$ cat config.mk
export PLATFORM = sky130hd
export DESIGN_NAME = counter_run_controller
export DESIGN_NICKNAME = d
export VERILOG_FILES = /design/src/rtl/counter_run_controller.sv
export SDC_FILE = /design/constraint.sdc
export NUM_CORES = 1
export LEC_CHECK = 0
export ABC_AREA = 1
export ABC_CLOCK_PERIOD_IN_PS = 2000
export BUFFER_PORTS_ARGS = -buffer_cell sky130_fd_sc_hd__buf_4
export CORE_UTILIZATION = 35
export CTS_BUF_LIST = sky130_fd_sc_hd__clkbuf_8
export CTS_CLUSTER_DIAMETER = 150
export DETAILED_ROUTE_END_ITERATION = 8
export PLACE_DENSITY = 0.54
export SYNTH_ARGS = -nofsm -noshare
export SYNTH_HDL_FRONTEND = slang
export SYNTH_SLANG_ARGS = --single-unit
$ cat constraint.sdc
create_clock -name clock -period 2 [get_ports clock]
set_clock_uncertainty 0.2 [all_clocks]
set_input_delay 0.2 -clock clock [delete_from_list [all_inputs] [get_ports clock]]
set_output_delay 0.2 -clock clock [all_outputs]
set_load 0.005 [all_outputs]
$ cat src/rtl/counter_run_controller.sv
// Run sequencer for the 8-bit T-flip-flop counter: paced enable pulses, active-low clear,
// start/pause/clear control and target-match stop or auto-reload.
module counter_run_controller #(
    parameter int unsigned DIV_WIDTH = 26,
    parameter int unsigned DIV_MAX   = 49_999_999,
    parameter int unsigned CNT_WIDTH = 8
) (
    input  logic                 clock,
    input  logic                 reset,
    input  logic                 start_i,
    input  logic                 pause_i,
    input  logic                 clear_i,
    input  logic                 auto_reload,
    input  logic [CNT_WIDTH-1:0] target,
    input  logic [CNT_WIDTH-1:0] count_in,
    output logic                 cnt_enable,
    output logic                 cnt_clear_b,
    output logic                 busy,
    output logic                 done,
    output logic [1:0]           state
);

    typedef enum logic [1:0] {
        IDLE  = 2'd0,
        RUN   = 2'd1,
        PAUSE = 2'd2,
        DONE  = 2'd3
    } state_t;

    localparam logic [DIV_WIDTH-1:0] DIV_RELOAD = DIV_WIDTH'(DIV_MAX);

    state_t               cur_q, cur_d;
    logic [DIV_WIDTH-1:0] div_q, div_d;
    logic                 en_q, en_d;
    logic                 clr_b_q, clr_b_d;
    logic                 done_q, done_d;
    logic                 busy_q;
    logic                 step_d;
    logic                 match;

    // Only compare the value produced by the previous step, never a freshly cleared one.
    assign match = step_d && (count_in == target) && (cur_q == RUN);

    always_comb begin
        cur_d   = cur_q;
        div_d   = div_q;
        en_d    = 1'b0;
        clr_b_d = 1'b1;
        done_d  = 1'b0;

        if (clear_i) begin
            cur_d   = IDLE;
            div_d   = DIV_RELOAD;
            clr_b_d = 1'b0;
        end else if (pause_i && (cur_q == RUN)) begin
            cur_d = PAUSE;
        end else if (start_i && (cur_q != RUN)) begin
            cur_d = RUN;
            if (cur_q != PAUSE) begin
                div_d = DIV_RELOAD;
            end
            if (cur_q == DONE) begin
                clr_b_d = 1'b0;
            end
        end else if (cur_q == RUN) begin
            if (match) begin
                done_d = 1'b1;
                if (auto_reload) begin
                    div_d   = DIV_RELOAD;
                    clr_b_d = 1'b0;
                end else begin
                    cur_d = DONE;
                end
            end else if (div_q == '0) begin
                div_d = DIV_RELOAD;
                en_d  = 1'b1;
            end else begin
                div_d = div_q - DIV_WIDTH'(1);
            end
        end

        if (!clr_b_d) begin
            en_d = 1'b0;
        end
    end

    always_ff @(posedge clock) begin
        if (reset) begin
            cur_q   <= IDLE;
            div_q   <= DIV_RELOAD;
            en_q    <= 1'b0;
            clr_b_q <= 1'b0;
            done_q  <= 1'b0;
            busy_q  <= 1'b0;
            step_d  <= 1'b0;
        end else begin
            cur_q   <= cur_d;
            div_q   <= div_d;
            en_q    <= en_d;
            clr_b_q <= clr_b_d;
            done_q  <= done_d;
            busy_q  <= (cur_d == RUN);
            step_d  <= en_q;
        end
    end

    assign cnt_enable  = en_q;
    assign cnt_clear_b = clr_b_q;
    assign busy        = busy_q;
    assign done        = done_q;
    assign state       = cur_q;

endmodule

* Word level (Yosys, flattened, before mapping)
Index checks and enable logic that the tools add are counted.
Cells by class: add/sub/neg operators 1, eq/ne operators 8, multiplexer cells 21, bitwise gates (word level) 3, reductions and logical operators 10
Operators by type and width (count):
- 2-to-1 mux 26 bit | 6
- logical NOT 26 bit | 1
- subtractor 26 x 1 -> 26 bit (second input constant) | 1
- 2-to-1 mux 2 bit | 6
- 2-to-1 mux 1 bit | 9
- equality test 8 bit | 1
- OR reduction 7 bit | 1
- OR reduction 5 bit | 1
- equality test 2 x 1 -> 1 bit (second input constant) | 2
- logical AND 1 bit | 4
- != test 2 x 1 -> 1 bit (second input constant) | 2
- AND reduction 4 bit | 1
- != test 3 x 2 -> 1 bit (second input constant) | 1
- NOT 1 bit | 3
- equality test 2 bit (second input constant) | 1
- != test 2 bit (second input constant) | 1
- nonzero test 2 bit | 1
- OR reduction 2 bit | 1
Storage, ports and cells: flip-flop bits (word level) 33, input port bits 22, word-level logic and storage cells 50

* Longest topological paths before layout
Gate-level depths: netlist of run 1.
depth after elaboration 10, mapped depth 12, gate-level depth less buffers 12

* Least setup slack after synthesis of run 1
OpenSTA, ideal clock, no wires.
kind reg2reg, from reg div_q[0], to reg div_q[22], arrival 1333 ps, data required time 1666 ps, setup slack 333 ps, stages on the path, launching flop included 9, path buffers 0, clock period less this slack 1667 ps, cell sequence dfxtp_1 -> inv_1 -> ha_1 -> nand2_1 -> nor2_1 -> nand3_1 -> xnor2_1 -> o21ai_0 -> nand3_1
On the way: cells in the longest elaborated chain, start to end 5, elaborated cells between the ends (all ways) 6, those cells by class 1 x add/sub; 4 x mux; 1 x reduce/logical
Ends and longest elaborated chain:
- start: declaration | RTL line 33 | logic [DIV_WIDTH-1:0] div_q, div_d;
- start signal: assignment | RTL line 98 | div_q <= div_d;
- subtractor 26 x 1 -> 26 bit or logical NOT 26 bit (tied branches) | RTL line 78, 74
- 2-to-1 mux 26 bit (*) | RTL line 74 | end else if (div_q == '0) begin
- 2-to-1 mux 26 bit (*) | RTL line 66 | if (match) begin
- 2-to-1 mux 26 bit (*) | RTL line 65 | end else if (cur_q == RUN) begin
- 2-to-1 mux 26 bit (*) | RTL line 57 | end else if (start_i && (cur_q != RUN)) begin
Mark *: on every way between the ends. The rest lies on a longest branch, timed or not. The select of a mux whose other input is x is not followed. A chain may end at the register's enable or synchronous reset.

* Worst setup path after layout of run 1
from reg div_q[1], to reg div_q[16]
Same word-level chain as after synthesis.

==> results of run 1 <==
## per-stage QoR
step                  util  hold slack, ns
floorplan                -         0.07131
global placement    0.4162          0.1773
detailed placement  0.4162          0.1787
CTS                 0.4376         0.02333
global route        0.4445         0.03332
finish              0.4445         0.03460
## Yosys cell counts
master      n
nand2_1   103
nor2_1     73
inv_1      43
nand3_1    38
dfxtp_1    33
o21ai_0    18
a21oi_1    12
xnor2_1     9
nor3_1      7
nor2_2      6
xor2_1      5
nand2_2     4
nand3b_1    4
buf_6       3
inv_2       3
nand3_2     3
nand4_1     3
o21ai_1     3
buf_2       2
clkbuf_1    2
ha_1        2
nor2_4      2
nor4_1      2
a21o_1      1
a41oi_1     1
buf_4       1
clkinv_1    1
nand2_4     1
o21bai_1    1
or3_1       1
## flip-flops by register name, summed over array words and instances (netlist names)
| name | count |
|---|---|
| cnt_enable | 1 |
| done | 1 |
| cnt_clear_b | 1 |
| step_d | 1 |
| div_q | 26 |
| state | 2 |
| busy | 1 |
## placed cells by master (no fill, tap or decap), drive strengths merged
cell	instances
a21o	1
a21oi	12
a41oi	1
buf	40
bufinv	1
clkbuf	5
clkinv	2
dfxtp	33
dlygate4sd3	3
ha	2
inv	46
nand2	108
nand3	42
nand3b	4
nand4	3
nor2	81
nor3	7
nor4	2
o21ai	21
o21bai	1
or3	1
xnor2	9
xor2	5
## routing by layer
layer	GRT usage	wire length (um)
met3	0.04672	360
met5	0	0
met4	0.05486	56
met2	0.2809	2876
met1	0.2735	3232
## how the worst max path moves through the flow
stage / endpoint / from / slack, ns
6_report: div_q[16] / div_q[1] / 0.16
3_5_place_dp: div_q[22] / div_q[0] / 0.03
3_3_place_gp: div_q[22] / div_q[0] / -0.02
5_1_grt: div_q[12] / div_q[1] / 0.005
2_1_floorplan: div_q[22] / div_q[0] / 0.33
4_1_cts: div_q[10] / div_q[0] / 0.05
## cell type report
type | instances | area share
clock buffer | 5 | 0.02438
clock inverter | 2 | 0.01241
inverter | 47 | 0.06339
multi-input combinational | 300 | 0.5142
sequential | 33 | 0.2345
tap | 77 | 0.03413
timing repair buffer | 43 | 0.1170
## power groups by stage
stage,sequential (mW),clock (mW),combinational (mW)
2_1_floorplan,0.701,0,0.153
3_5_place_dp,0.704,0,0.239
3_3_place_gp,0.704,0,0.238
5_1_grt,0.692,0.669,0.280
6_report,0.690,0.620,0.249
4_1_cts,0.689,0.629,0.245
## cells by family after synthesis
kind of cell	after synthesis	share of synthesized area
AND/OR/NAND/NOR	247	0.4670
buffers and inverters	55	0.1017
AO/OA/AOI/OAI	36	0.08171
flip-flops	33	0.2857
XOR/XNOR	14	0.05303
adder cells (fa/ha/maj)	2	0.01082
## tightest hold or removal path: stages
cell     delay, ns
buf_4         0.11
a21oi_1       0.08
nand2_1       0.06
nor2_1        0.04
## what timing repair did
| action | 4_1_cts | 5_1_grt |
|---|---|---|
| setup endpoints to repair | 1 | 25 |
| buffers inserted | 0 | 1 |
| hold buffers | 3 | 0 |
| gates cloned | 0 | 1 |
| pin swaps | 0 | 3 |
| endpoints found under the hold margin | 3 | 0 |
| resized for setup | 1 | 10 |
==> impl_metrics.env, run 1 <==
export IMPL_detail_route_wirelength_um=6526
export IMPL_syn_area_um2=2312
export IMPL_die_height_um=83.28
export IMPL_cp_num_buf_inv=2
export IMPL_whs_endpoint="state[1]"
export IMPL_setup_violations_final=0
export IMPL_cts_sink_count=33
export IMPL_worst_setup_hold_path_clk_slew_ns=0.07
export IMPL_vias_in_the_first_global_route=2274
export IMPL_final_antenna_diode_count=0
export IMPL_antenna_violating_nets_post_route=0
export IMPL_filler_cell_count=685
export IMPL_yosys_warnings=0
export IMPL_yosys_register_bits=33
export IMPL_synth_area_leader_cell="dfxtp_1"
export IMPL_comb_power_share=0.160
export IMPL_numPortBuffers=27
export IMPL_hpwl_after_dpl_um=4797
export IMPL_fin_setup_tns_ns=0
export IMPL_slew_viol_final=0
export IMPL_timing_setup_critical_path_class="reg -> reg"
export IMPL_timing_slew_headroom=0.7597
export IMPL_layout_setup_ws_ns=0.1587
export IMPL_fin_crit_ns=1.841
export IMPL_grt_pass1_wl_um=10630
export IMPL_p_per_area_nw_per_um2=552.4
export IMPL_gp_congestion=0.8502
export IMPL_tritoncts="yes"
export IMPL_postPlaceCellArea_um2=2643
export IMPL_power_sequential_fraction=0.442
export IMPL_avgSynthCellArea_um2=5.975
export IMPL_placeableCoreArea_um2=6350
export IMPL_power_switching_fraction=0.2681
export IMPL_synth_lib_cells_used_distinct=30
export IMPL_path_common_cell="nand2_1"
export IMPL_final_cell_area_um2=2823
export IMPL_hold_crit_class="in -> reg"
export IMPL_holdCritStartpoint="start_i"
export IMPL_pin_count=28
export IMPL_timing_critical_path_from_type="flop"
export IMPL_routed_wire_length_per_instance_um=12.87
export IMPL_die_area_um2=6936
export IMPL_maximum_number_of_pins_on_one_net_before_global_route_repair=21
export IMPL_drt_pass1_iter_count=4
export IMPL_synth_yosys_seq_area_share=0.2857
export IMPL_grt_antenna_before_repair=0
export IMPL_number_of_non_filler_instances_in_the_completed_layout=507
export IMPL_placementRows=29
export IMPL_regToRegEndpoint="div_q[16]"
export IMPL_grt_overflow_total=0
export IMPL_unrepaired_setup_endpoints_after_global_routing="false"
export IMPL_p_int_mw=1.141
export IMPL_run_status="finished, final reports clean"
export IMPL_placed_cells_incl_taps=495
export IMPL_whs_path_depth=4
export IMPL_die_width_um=83.28
export IMPL_crit_family="simple AND/OR/NAND/NOR gates"
export IMPL_synthCells=387
export IMPL_insertion_delay_of_the_later_clocked_pin_in_the_worst_skew_pair_ns=0.28
export IMPL_vias_per_cell=4.866
export IMPL_power_total_mw=1.559
export IMPL_total_leakage_power_nw=1.272
export IMPL_timing_critical_path_arrival_ns=1.86
export IMPL_multi_input_area_um2=1451
export IMPL_iteration_0_drc_markers=131
export IMPL_root_buffer="clkbuf_8"
export IMPL_drcViolationCount=0
export IMPL_vdd_ir_drop_max_v=0.0003372
export IMPL_ys_top_cells_by_area="dfxtp_1 (29%), nand2_1 (17%), nor2_1 (12%), nand3_1 (8.2%), inv_1 (7.0%)"
export IMPL_ff_latch_area_um2=661.9
export IMPL_cpMaxStageDelayCell="dfxtp_1"
export IMPL_critical_path_required_ns=2.02
export IMPL_worstPathMaxFanout=5
export IMPL_groute_usage_overall=0.1907
export IMPL_syn_nets=411
export IMPL_max_freq_mhz=543.1
export IMPL_synth_top_area_share=0.2857
export IMPL_timing_hold_violations_final=0
export IMPL_cts_inserted_buffers=5
export IMPL_crit_chain="inv_1 -> ha_2 -> nand2_2 -> inv_2 -> nand2_2 -> nor2_4 -> nand2_1 -> nor2_1 -> nand3_1 -> nand2_1 -> nand2_1 -> nor2_1"
export IMPL_max_clock_path_buffers=2
export IMPL_crit_reg2reg_launch="div_q[1]"
export IMPL_setup_worst_path_end_class="flop"
export IMPL_detailedPlace_worstSlack_ns=0.02597
export IMPL_worstRegToRegCells=12
export IMPL_post_route_period_util=0.9207
export IMPL_worst_path_stages=12
export IMPL_area_growth_syn_to_layout_pct=22.08
export IMPL_vias_after_detailed_routing=2467
export IMPL_netSwitchingPower_mw=0.4181
export IMPL_worstMarginPinSlew_ns=0.3576
export IMPL_initial_utilization=0.3641
export IMPL_final_layout_size_suffix_gt1_frac=0.1721
export IMPL_regToRegSetupSlack_ns=0.16
export IMPL_drv_max_cap_violation_count=0
export IMPL_htreeDepth=2
export IMPL_timing_critical_path_slowest_cell_delay_ns=0.31
export IMPL_power_share_clock=0.398
export IMPL_finish_net_count=454
(Power assumes the default switching activity.)
==> run 2, diff against run 1 <==
--- a/config.mk
+++ b/config.mk
@@ -13,6 +13,8 @@
 export CTS_CLUSTER_DIAMETER = 150
 export DETAILED_ROUTE_END_ITERATION = 8
 export PLACE_DENSITY = 0.54
+export RECOVER_POWER = 50
+export SETUP_SLACK_MARGIN = 0.3
 export SYNTH_ARGS = -nofsm -noshare
 export SYNTH_HDL_FRONTEND = slang
 export SYNTH_SLANG_ARGS = --single-unit
==> run 2 against run 1 <==
  * Register-to-register slack about the same
  * First-iteration DRC count down 1.5%
  * Worst hold slack better by 0.0055 ns
  * Via count up 7.7%
  * Combinational power up 25%
  * Cell count up 4.1%
  * Sequential power up 0.6%
  * Global-route usage up 1.4 points
  * Worst setup slack worse by 0.0064 ns
  * Wire length up 8.4%
  * Die area unchanged
  * Clock power about the same
  * Largest power group unchanged
==> impl_metrics.env, run 2 (synthesis gave the netlist of run 1 again) <==
export IMPL_final_cell_area_um2=3229
export IMPL_groute_usage_overall=0.2046
export IMPL_pin_count=28
export IMPL_setup_worst_path_end_class="flop"
export IMPL_hold_crit_class="in -> reg"
export IMPL_unrepaired_setup_endpoints_after_global_routing="true"
export IMPL_die_area_um2=6936
export IMPL_grt_pass1_wl_um=11460
export IMPL_timing_slew_headroom=0.7419
export IMPL_crit_family="simple AND/OR/NAND/NOR gates"
export IMPL_finish_net_count=475
export IMPL_postPlaceCellArea_um2=2643
export IMPL_cts_sink_count=33
export IMPL_power_total_mw=1.627
export IMPL_worstMarginPinSlew_ns=0.3841
export IMPL_critical_path_required_ns=1.96
export IMPL_htreeDepth=2
export IMPL_number_of_flip_flops_in_the_largest_register=26
export IMPL_insertion_delay_of_the_later_clocked_pin_in_the_worst_skew_pair_ns=0.29
export IMPL_post_route_period_util=0.9239
export IMPL_final_util=0.5086
export IMPL_antenna_violating_nets_post_route=0
export IMPL_drv_max_cap_violation_count=0
export IMPL_die_height_um=83.28
export IMPL_setup_violations_final=0
export IMPL_gp_congestion=0.8502
export IMPL_timing_hold_violations_final=0
export IMPL_grt_overflow_total=0
export IMPL_vias_in_the_first_global_route=2436
export IMPL_detail_route_wirelength_um=7074
export IMPL_iteration_0_drc_markers=129
export IMPL_max_freq_mhz=541.2
export IMPL_timing_critical_path_arrival_ns=1.81
export IMPL_fin_crit_ns=1.848
export IMPL_placeableCoreArea_um2=6350
export IMPL_grt_antenna_before_repair=0
export IMPL_die_width_um=83.28
export IMPL_drt_pass1_iter_count=4
export IMPL_most_frequent_standard_cell_in_the_layout_excluding_fill_and_tap_cells="nand2_1"
export IMPL_root_buffer="clkbuf_8"
export IMPL_placementRows=29
export IMPL_vias_after_detailed_routing=2658
export IMPL_run_status="finished, final reports clean"
export IMPL_area_growth_syn_to_layout_pct=39.66
export IMPL_total_leakage_power_nw=1.417
export IMPL_timing_critical_path_from_type="flop"
export IMPL_worstPathMaxFanout=7
export IMPL_cp_num_buf_inv=2
export IMPL_vias_per_cell=5.034
export IMPL_tritoncts="yes"
export IMPL_cts_inserted_buffers=5
export IMPL_cpMaxStageDelayCell="dfxtp_1"
export IMPL_crit_chain="nand2_4 -> clkbuf_1 -> nand2_1 -> clkbuf_1 -> nand3_1 -> nand2_4 -> nand3_2"
export IMPL_p_per_area_nw_per_um2=503.7
export IMPL_final_layout_size_suffix_gt1_frac=0.3193
export IMPL_registers_top_by_ff_count="div_q"
export IMPL_final_antenna_diode_count=0
export IMPL_drcViolationCount=0
export IMPL_fin_setup_tns_ns=0
export IMPL_initial_utilization=0.3641
export IMPL_hpwl_after_dpl_um=4797
export IMPL_max_clock_path_buffers=2
export IMPL_layout_common_cells="nand2_1 (93), nor2_1 (56), buf_4 (48)"
export IMPL_timing_critical_path_slowest_cell_delay_ns=0.40
export IMPL_timing_setup_critical_path_class="reg -> reg"
export IMPL_maximum_number_of_pins_on_one_net_before_global_route_repair=21
export IMPL_slew_viol_final=0
export IMPL_worst_setup_hold_path_clk_slew_ns=0.07
export IMPL_filler_cell_count=658
export IMPL_routed_wire_length_per_instance_um=13.40
export IMPL_vdd_ir_drop_max_v=0.0003329
export IMPL_numPortBuffers=27
==> run 2: final timing paths <==
| kind | from | to | slack (ns) | cells after the start |
|---|---|---|---|---|
| min | start_i | state[1] | 0.04 | 4 |
| min reg2reg | cnt_enable | step_d | 0.24 | 2 |
| max reg2reg | state[0] | div_q[14] | 0.15 | 7 |
| max | state[0] | div_q[14] | 0.15 | 7 |
==> run 2: power by group <==
part           leakage [nW]  switching (mW)  internal (mW)
Combinational          1.10           0.175          0.136
Clock                0.0540           0.259          0.362
Sequential            0.266          0.0196          0.674
==> run 2: per-stage QoR <==
| step | setup WS, ns | hold WS [ns] | std cells |
|---|---|---|---|
| after floorplan | 0.3334 | 0.07131 | 387 |
| after global placement | -0.01893 | 0.1773 | 495 |
| after detailed placement | 0.02597 | 0.1787 | 495 |
| after CTS | 0.2690 | 0.01923 | 524 |
| after global routing | 0.07135 | 0.03859 | 528 |
| final | 0.1523 | 0.04012 | 528 |
==> run 2: repair_timing <==
action,in CTS,in global routing
setup endpoints to repair,26,26
pin swaps,21,26
hold endpoints to repair,3,0
hold buffers,3,0
gates resized for setup,71,38
setup buffers,18,4
cloned,1,0
==> run 2: routing by layer <==
layer,up-vias,wire [um],global-route usage
met5,-,0,0
met4,0,78,0.05016
met3,14,368,0.04771
met2,61,3244,0.3145
met1,1232,3382,0.2875
li1,1351,-,-
==> run 2: worst register-to-register path, cell delays in order (launching register included) <==
cell and delay, ns:
dfxtp_1 0.40, nand2_4 0.08, clkbuf_1 0.13, nand2_1 0.21, clkbuf_1 0.36, nand3_1 0.19, nand2_4 0.10, nand3_2 0.05
==> run 2: final cells by class <==
class / instances / area, um2 / area share
multi-input cells: 300 / 1654 / 0.5122
flip-flops and latches: 33 / 670.6 / 0.2077
repair buffers: 64 / 510.5 / 0.1581
inverters: 47 / 193.9 / 0.06005
well taps: 77 / 96.34 / 0.02983
clock buffers: 5 / 68.82 / 0.02131
clock inverters: 2 / 35.03 / 0.01085
==> run 3, diff against run 2 <==
--- a/config.mk
+++ b/config.mk
@@ -5,14 +5,15 @@
 export SDC_FILE = /design/constraint.sdc
 export NUM_CORES = 1
 export LEC_CHECK = 0
-export ABC_AREA = 1
 export ABC_CLOCK_PERIOD_IN_PS = 2000
 export BUFFER_PORTS_ARGS = -buffer_cell sky130_fd_sc_hd__buf_4
+export CORE_MARGIN = 4
 export CORE_UTILIZATION = 35
 export CTS_BUF_LIST = sky130_fd_sc_hd__clkbuf_8
 export CTS_CLUSTER_DIAMETER = 150
+export CTS_CLUSTER_SIZE = 20
 export DETAILED_ROUTE_END_ITERATION = 8
-export PLACE_DENSITY = 0.54
+export PLACE_DENSITY = 0.55
 export RECOVER_POWER = 50
 export SETUP_SLACK_MARGIN = 0.3
 export SYNTH_ARGS = -nofsm -noshare
==> run 3 against run 2 <==
  * The run now ends with setup timing left
  * Non-clock buffer count rose by 41
  * First-iteration DRC count increased by 12%
  * Power down 17%
  * Critical endpoint is now div_q[18]
  * Highest routed layer unchanged
==> impl_metrics.env, run 3 <==
export IMPL_placeableCoreArea_um2=4848
export IMPL_drt_pass1_iter_count=4
export IMPL_p_int_mw=1.014
export IMPL_unrepaired_setup_endpoints_after_global_routing="true"
export IMPL_vias_per_cell=5.156
export IMPL_placementRows=25
export IMPL_most_frequent_standard_cell_in_the_layout_excluding_fill_and_tap_cells="buf_4"
export IMPL_tritoncts="yes"
export IMPL_slew_viol_final=0
export IMPL_fin_crit_ns=2.437
export IMPL_power_total_mw=1.347
export IMPL_avgSynthCellArea_um2=8.556
export IMPL_p_per_area_nw_per_um2=460.2
export IMPL_syn_nets=234
export IMPL_layout_setup_ws_ns=-0.4367
export IMPL_antenna_violating_nets_post_route=0
export IMPL_vdd_ir_drop_max_v=0.0002011
export IMPL_worstPathMaxFanout=6
export IMPL_synthCells=210
export IMPL_crit_reg2reg_launch="div_q[18]"
export IMPL_worst_setup_hold_path_clk_slew_ns=0.07
export IMPL_timing_hold_violations_final=0
export IMPL_worstMarginPinSlew_ns=0.4694
export IMPL_setup_violations_final=27
export IMPL_cts_inserted_buffers=5
export IMPL_netSwitchingPower_mw=0.3333
export IMPL_die_height_um=79.65
export IMPL_final_antenna_diode_count=0
export IMPL_max_clock_path_buffers=2
export IMPL_post_route_period_util=1.218
export IMPL_worstRegToRegCells=8
export IMPL_whs_path_depth=3
export IMPL_regToRegSetupSlack_ns=-0.44
export IMPL_yosys_warnings=0
export IMPL_timing_critical_path_from_type="flop"
export IMPL_timing_slew_headroom=0.6864
export IMPL_synth_lib_cells_used_distinct=44
export IMPL_number_of_non_filler_instances_in_the_completed_layout=385
export IMPL_syn_area_um2=1797
export IMPL_final_util=0.6036
export IMPL_area_growth_syn_to_layout_pct=62.88
export IMPL_synthArstFlopShare=0
export IMPL_grt_pass1_wl_um=9073
export IMPL_regToRegEndpoint="div_q[18]"
export IMPL_detailedPlace_worstSlack_ns=-0.4262
export IMPL_total_leakage_power_nw=1.141
export IMPL_yosys_register_bits=33
export IMPL_run_status="finished, violations left"
export IMPL_gp_congestion=0.9319
export IMPL_groute_usage_overall=0.1828
export IMPL_cts_sink_count=33
export IMPL_power_sequential_fraction=0.494
export IMPL_vias_after_detailed_routing=1985
export IMPL_grt_antenna_before_repair=0
export IMPL_numPortBuffers=27
export IMPL_grt_overflow_total=0
export IMPL_maximum_number_of_pins_on_one_net_before_global_route_repair=12
export IMPL_whs_endpoint="state[1]"
export IMPL_finish_net_count=341
export IMPL_pin_count=28
export IMPL_layout_common_cells="buf_4 (88), dfxtp_1 (30), xnor2_1 (14), nand2_1 (14), nor2_1 (10)"
export IMPL_drcViolationCount=0
export IMPL_violations="setup timing"
export IMPL_htreeDepth=2
export IMPL_synth_yosys_seq_area_share=0.3677
export IMPL_registers_top_by_ff_count="div_q"
export IMPL_final_layout_size_suffix_gt1_frac=0.4748
export IMPL_power_switching_fraction=0.2475
export IMPL_hold_crit_class="in -> reg"
export IMPL_setup_worst_path_end_class="flop"
export IMPL_max_freq_mhz=410.4
export IMPL_routed_wire_length_per_instance_um=14.08
export IMPL_ys_top_cells_by_count="dfxtp_1 (33), nand2_1 (20), xnor2_1 (14)"
export IMPL_number_of_flip_flops_in_the_largest_register=26
export IMPL_comb_power_share=0.160
export IMPL_vias_in_the_first_global_route=1985
export IMPL_insertion_delay_of_the_later_clocked_pin_in_the_worst_skew_pair_ns=0.28
export IMPL_placed_cells_incl_taps=362
export IMPL_detail_route_wirelength_um=5419
export IMPL_synth_main_ff_cell="dfxtp_1"
export IMPL_timing_critical_path_arrival_ns=2.40
export IMPL_power_share_clock=0.346
export IMPL_timing_setup_critical_path_class="reg -> reg"
export IMPL_hpwl_after_dpl_um=3865
export IMPL_number_of_enable_type_register_cells_in_the_synthesized_netlist=0
export IMPL_die_width_um=79.65
export IMPL_final_cell_area_um2=2927
export IMPL_die_area_um2=6344
export IMPL_ys_top_cells_by_area="dfxtp_1 (37%), xnor2_1 (6.8%), or4_1 (4.6%), nand2_1 (4.2%), a21oi_1 (3.1%)"
export IMPL_iteration_0_drc_markers=145
export IMPL_synth_top_area_share=0.3677
export IMPL_synth_area_leader_cell="dfxtp_1"
export IMPL_fin_setup_tns_ns=-9.769
export IMPL_postPlaceCellArea_um2=2575
export IMPL_initial_utilization=0.3706
export IMPL_timing_hold_ws_ns=0.02135
export IMPL_critical_path_required_ns=1.97
export IMPL_most_common_cell_in_the_synthesized_netlist="dfxtp_1"
export IMPL_root_buffer="clkbuf_8"
export IMPL_drv_max_cap_violation_count=0
export IMPL_holdCritStartpoint="clear_i"
-- run 3: final cells by class --
| class | count | area (um2) |
|---|---|---|
| flip-flops and latches | 33 | 664.4 |
| fillers | 454 | 1922 |
| clock inverters | 3 | 11.26 |
| repair buffers | 105 | 835.8 |
| inverters | 4 | 15.01 |
| well taps | 67 | 83.83 |
| multi-input cells | 168 | 1247 |
| clock buffers | 5 | 68.82 |
-- run 3: worst max path at each step --
stage	cells after the start	endpoint	from
3_3_place_gp	7	div_q[13]	div_q[18]
5_1_grt	8	div_q[18]	div_q[18]
2_1_floorplan	6	div_q[11]	div_q[18]
3_5_place_dp	7	div_q[17]	div_q[18]
6_report	8	div_q[18]	div_q[18]
4_1_cts	6	div_q[7]	div_q[18]
-- run 3: metal layers --
metal  vias up  wire (um)  track usage
met2        46       2520       0.2771
met5         -          0            0
met3        14        200      0.04176
li1        999          -            -
met1       926       2558       0.2416
met4         0        140      0.09107
-- run 3: power by group through the flow --
stage	registers (mW)	clock network, mW	logic [mW]
finish	0.666	0.466	0.216
global route	0.666	0.511	0.234
CTS	0.665	0.482	0.190
detailed placement	0.680	0	0.173
global placement	0.680	0	0.171
floorplan	0.681	0	0.0748
-- run 3: cell families (layout without fill, tap and decap cells) --
logic type                 count (synthesis)  after routing  synth area share
AOI/OAI and AO/OA                         36             37            0.1386
xor gates and xnor gates                  18             18           0.08774
adders and majority gates                  2              2           0.01393
buffers and inverters                     10            117           0.02576
DFF                                       33             33            0.3677
and+or+nand+nor                          111            111            0.3663
-- run 3: worst max-delay path, cell delays in order, from the launching register on --
cell and delay, ns:
dfxtp_2 0.32, or4_4 0.53, or4_4 0.47, o31ai_4 0.23, buf_4 0.17, buf_6 0.10, nor3_4 0.05, a22oi_2 0.17
nand2_1 0.09
-- run 3: what timing repair did --
item                                   in CTS  in global routing
hold buffers                                2                  0
setup endpoints to repair                  31                 30
pin swaps                                   3                  6
cloned                                      2                  0
buffers inserted                            8                  3
resized for setup                           9                 30
endpoints found under the hold margin       3                  0
